`src/rtl/bin2bcd_seq.sv`:
```
// Sequential binary-to-BCD converter (shift-and-add-3), one bit per clock.
// Accepts unsigned or two's-complement operands; reports sign, overflow and leading-zero digits.
module bin2bcd_seq #(
    parameter int BIN_W  = 12,
    parameter int DIGITS = 4
) (
    input  logic                  clk,
    input  logic                  n_rst,
    input  logic [BIN_W-1:0]      bin_in,
    input  logic                  signed_mode,
    input  logic                  in_valid,
    output logic                  in_ready,
    output logic [4*DIGITS-1:0]   bcd_out,
    output logic                  sign_out,
    output logic                  overflow,
    output logic [DIGITS-1:0]     lz_mask,
    output logic                  out_valid,
    input  logic                  out_ready
);

    localparam int CNT_W = $clog2(BIN_W + 1);
    localparam int BCD_W = 4 * DIGITS;

    typedef enum logic [1:0] {
        IDLE,
        SHIFT,
        DONE
    } state_t;

    state_t             state;
    state_t             state_nxt;

    logic [BIN_W-1:0]   mag;
    logic [BCD_W-1:0]   digits;
    logic               ovf_acc;
    logic               sign_r;
    logic [CNT_W-1:0]   cnt;

    logic [BIN_W-1:0]   bin_neg;
    logic               is_neg;
    logic [BCD_W-1:0]   digits_adj;
    logic [BCD_W-1:0]   digits_shf;
    logic [BIN_W-1:0]   mag_shf;
    logic               ovf_bit;
    logic               last_shift;

    function automatic logic [BCD_W-1:0] add3(input logic [BCD_W-1:0] d);
        logic [BCD_W-1:0] r;
        r = d;
        for (int i = 0; i < DIGITS; i++) begin
            if (d[4*i +: 4] >= 4'd5) begin
                r[4*i +: 4] = d[4*i +: 4] + 4'd3;
            end
        end
        return r;
    endfunction

    // Digit 0 is never flagged, so a zero result still displays one digit.
    function automatic logic [DIGITS-1:0] lead_zeros(input logic [BCD_W-1:0] d);
        logic [DIGITS-1:0] m;
        logic              all_zero;
        m        = '0;
        all_zero = 1'b1;
        for (int i = DIGITS - 1; i >= 1; i--) begin
            all_zero = all_zero & (d[4*i +: 4] == 4'd0);
            m[i]     = all_zero;
        end
        return m;
    endfunction

    // Negating -2^(BIN_W-1) yields the same bit pattern, which read unsigned is the correct magnitude.
    assign bin_neg    = ~bin_in + {{(BIN_W-1){1'b0}}, 1'b1};
    assign is_neg     = signed_mode & bin_in[BIN_W-1];

    assign digits_adj = add3(digits);
    assign ovf_bit    = digits_adj[BCD_W-1];
    assign digits_shf = {digits_adj[BCD_W-2:0], mag[BIN_W-1]};
    assign mag_shf    = {mag[BIN_W-2:0], 1'b0};
    assign last_shift = (cnt == CNT_W'(BIN_W - 1));

    always_ff @(posedge clk or negedge n_rst) begin
        if (!n_rst) begin
            state <= IDLE;
        end else begin
            state <= state_nxt;
        end
    end

    always_comb begin
        state_nxt = state;
        in_ready  = 1'b0;
        out_valid = 1'b0;
        case (state)
            IDLE: begin
                in_ready = 1'b1;
                if (in_valid) begin
                    state_nxt = SHIFT;
                end
            end
            SHIFT: begin
                if (last_shift) begin
                    state_nxt = DONE;
                end
            end
            DONE: begin
                out_valid = 1'b1;
                if (out_ready) begin
                    state_nxt = IDLE;
                end
            end
            default: state_nxt = IDLE;
        endcase
    end

    always_ff @(posedge clk or negedge n_rst) begin
        if (!n_rst) begin
            mag      <= '0;
            digits   <= '0;
            ovf_acc  <= 1'b0;
            sign_r   <= 1'b0;
            cnt      <= '0;
            bcd_out  <= '0;
            sign_out <= 1'b0;
            overflow <= 1'b0;
            lz_mask  <= '0;
        end else begin
            case (state)
                IDLE: begin
                    if (in_valid) begin
                        mag     <= is_neg ? bin_neg : bin_in;
                        sign_r  <= is_neg;
                        digits  <= '0;
                        ovf_acc <= 1'b0;
                        cnt     <= '0;
                    end
                end
                SHIFT: begin
                    digits  <= digits_shf;
                    mag     <= mag_shf;
                    ovf_acc <= ovf_acc | ovf_bit;
                    cnt     <= cnt + CNT_W'(1);
                    // Result registers update only on the edge entering DONE and hold until the next one.
                    if (last_shift) begin
                        bcd_out  <= digits_shf;
                        sign_out <= sign_r;
                        overflow <= ovf_acc | ovf_bit;
                        lz_mask  <= lead_zeros(digits_shf);
                    end
                end
                default: ;
            endcase
        end
    end

endmodule

```
`config.mk`:
```
export PLATFORM = sky130hd
export DESIGN_NAME = bin2bcd_seq
export DESIGN_NICKNAME = d
export VERILOG_FILES = /design/src/rtl/bin2bcd_seq.sv
export SDC_FILE = /design/constraint.sdc
export NUM_CORES = 1
export LEC_CHECK = 0
export ABC_CLOCK_PERIOD_IN_PS = 4800
export CELL_PAD_IN_SITES_DETAIL_PLACEMENT = 1
export CELL_PAD_IN_SITES_GLOBAL_PLACEMENT = 2
export CORE_MARGIN = 1.5
export CORE_UTILIZATION = 37
export CTS_CLUSTER_DIAMETER = 50
export DETAILED_ROUTE_END_ITERATION = 8
export GPL_TIMING_DRIVEN = 0
export PLACE_DENSITY = 0.84
export SETUP_SLACK_MARGIN = 0.15
export SLEW_MARGIN = 20
export SYNTH_ARGS = -nofsm -noshare
export SYNTH_HDL_FRONTEND = slang
export SYNTH_SLANG_ARGS = --single-unit
```
`constraint.sdc`:
```
create_clock -name clk -period 4.8 [get_ports clk]
set_clock_uncertainty 0.15 [all_clocks]
set_input_delay 0.72 -clock clk [delete_from_list [all_inputs] [get_ports clk]]
set_output_delay 0.72 -clock clk [all_outputs]
set_load 0.02 [all_outputs]
```
==> results by group <==
Placement
  • Placed cell area: 3456 sq um
  • HPWL Detailed: 5.225 mm
  • Port Buffers: 39
  • Final GP Congestion: 0.8002
  • Number of placed instances with taps included: 445
  • Pre-CTS WS: 2330 ps

Yosys
  • Cells after Synth: 303
  • Top-count cell post-synth: dfrtp_1
  • Async SR Flop Fraction: 100.0%
  • Commonest register cell after synthesis: dfrtp_1
  • Flops & latches, synth: 57
  • Post-synth EDFFs: 0
  • Area leader, netlist: dfrtp_1
  • Synth top cells by count: 57 x dfrtp_1, 54 x nand2_1, 36 x o21ai_0
  • Synth Cell Area: 2920 sq um
  • Number of distinct library cells after synthesis: 45
  • Sequential share of the synthesized area: 48.84%
  • Synth warn: 0
  • Syn Area/Cell: 9.638 sq um
  • Post-Syn Nets: 330
  • Top post-synthesis cells by area: dfrtp_1 49%, nand2_1 6.9%, o21ai_0 6.2%
  • Yosys top cell area share: 48.84%

Setup path
  • Worst setup SP type: flip-flop
  • Worst Setup End Kind: output port
  • R2R setup slack: 2710 ps
  • CP max FO: 8
  • R2r endpoint: lz_mask[1]$_DFFE_PN0P_
  • Worst EP required: 3930 ps
  • Setup CP Type: flip-flop to output port
  • R2R depth: 7
  • R2r startpoint: digits[12]$_DFFE_PN0P_
  • WP data arrival: 1750 ps

Timing
  • TNS Setup: 0 ps
  • Setup WS post-layout: 2183 ps
  • Max Transition Viols Final: 0
  • Hold Vio Cnt, Final: 0
  • Period utilization: 54.53%
  • Final hold slack: 135.0 ps
  • Period minus WS final: 2617 ps
  • # setup viols final: 0
  • RSZ-0062 raised after global routing: no
  • Fmax: 382.1 MHz

Route
  • Via count of the routed design: 2379
  • Via density: 5.161
  • Routed wire length: 7.145 mm
  • Drc violations: 0
  • Drt pass-1 iters: 4
  • Final ANT Viol Nets: 0
  • Starting DRT DRC Count: 87
  • Routed length per instance: 15.50 um

Layout
  • Number of diodes: 0
  • Final nets: 381
  • Share of cells above drive strength 1: 13.09%
  • # fillers: 883
  • Area Growth Syn to Fin: 26.18%
  • Non-filler cells, final: 461
  • Finished Cell Area: 3685 sq um

Power
  • P_leak: 1.594 nW
  • Switch share: 39.53%
  • Switching power: 0.9254 mW
  • Maximum vdd drop: 0.0001519 V
  • Pwr/cell area: 635.3 nW/um^2
  • Seq pwr share: 35.3%
  • Clk pwr share: 22.0%
  • Gate power share: 42.7%
  • Int Power: 1.416 mW

Clock tree
  • Clock root buffer: clkbuf_8
  • Clock Sinks: 57
  • Clock Tree Buf Depth: 2
  • TritonCTS clock tree: done
  • Reg clk slew, reported paths: 80 ps
  • Clock latency reported for the late side of the worst-skew pair: 350 ps
  • # H-tree levels: 3
  • Num CTS Buffers: 9
  • Postcts setup bufs: 0
  • # resized after CTS: 0
  • Post-CTS Hold Fix Bufs: 0

Floorplanning
  • Chip Width: 91.84 um
  • Core Area: 7687 sq um
  • Die Height: 91.84 um
  • Site row count: 32
  • Top-level port count: 41
  • Die footprint: 8435 sq um
  • Initial Utilization: 37.99%

GRT
  • Grt total ovfl: 0
  • Antenna violations before repair: 0
  • Largest net degree at the start of global routing: 32
  • Total GRT Usage: 18.90%
  • Vias in the first global route: 2480
  • Global-route wire length before repair: 12.30 mm

Worst hold path
  • Hold crit path type: input port to asynchronous set/reset pin

Outcome
  • Status: complete, no violations

Run
  • Max_cap viols: 0
[flip-flops by register name, indices dropped and copies added (netlist names)]
signal and cells:
bcd_out 16, cnt 4, digits 16, lz_mask 3, mag 12, overflow 1
ovf_acc 1, sign_out 1, sign_r 1, state 2
[metal layers]
metal | wire length, um | track usage, % | up-vias
met5 | 0 | 0 | -
met4 | 82 | 6.154 | 0
met3 | 240 | 4.229 | 8
met2 | 3453 | 32.04 | 53
met1 | 3368 | 23.82 | 1156
li1 | - | - | 1162
[power groups by stage]
stage          Clock, mW  Combinational (mW)  Sequential, mW
3_3_place_gp           0               0.980           0.824
5_1_grt            0.548                1.13           0.858
6_report           0.515                1.00           0.826
3_5_place_dp           0                1.02           0.834
2_1_floorplan          0               0.593           0.883
4_1_cts            0.528                1.02           0.827
[final cells by class]
class | count | area, sq um | area share, %
clock inverters | 6 | 91.34 | 2.479
clock buffers | 10 | 137.6 | 3.735
plain buffers | 12 | 75.07 | 2.037
multi-input cells | 222 | 1374 | 37.28
well taps | 102 | 127.6 | 3.463
flip-flops and latches | 57 | 1426 | 38.71
inverters | 12 | 45.04 | 1.222
repair buffers | 40 | 407.9 | 11.07
[how the worst max path moves through the flow]
stage | from | to | slack (ps) | cells after the start
after CTS | state[0]$_DFFE_PN0P_ | in_ready | 2180 | 2
after floorplan | digits[12]$_DFFE_PN0P_ | lz_mask[1]$_DFFE_PN0P_ | 2990 | 7
final | state[0]$_DFFE_PN0P_ | in_ready | 2180 | 2
after detailed placement | bin_in[5] | mag[11]$_DFFE_PN0P_ | 2330 | 6
after global routing | state[0]$_DFFE_PN0P_ | in_ready | 2110 | 2
after global placement | n_rst | cnt[3]$_DFFE_PN0P_ | 1010 | 1
[worst max-delay path, cell delays in order (launching register included)]
cell             delay [ps]
dfrtp_1                 460
nor2_1                  280
clkdlybuf4s50_1         670
[cell usage in the layout, fill, tap and decap left out, types with 12 or more instances in the layout]
master	count
o21ai_1	16
nand2_1	54
o21ai_0	36
inv_1	12
clkdlybuf4s50_1	38
dfrtp_1	57
[logic make-up (layout without fill, tap and decap cells)]
| family | after synthesis | after routing | share of synthesized area [%] |
|---|---|---|---|
| mux | 6 | 6 | 2.313 |
| simple gates | 103 | 103 | 17.78 |
| buf+inv | 24 | 80 | 4.113 |
| compound gates | 89 | 89 | 18.64 |
| flops | 57 | 57 | 48.84 |
| xor+xnor | 13 | 13 | 3.899 |
| fa+ha+maj | 10 | 10 | 4.284 |
| other cells | 1 | 1 | 0.1284 |
[through the flow]
stage	power, mW	util [%]
after floorplan	1.476	-
after global placement	1.804	44.73
after detailed placement	1.851	44.95
after CTS	2.378	47.93
after global routing	2.533	47.93
final	2.341	47.93
Power figures use the tool's default switching activity.
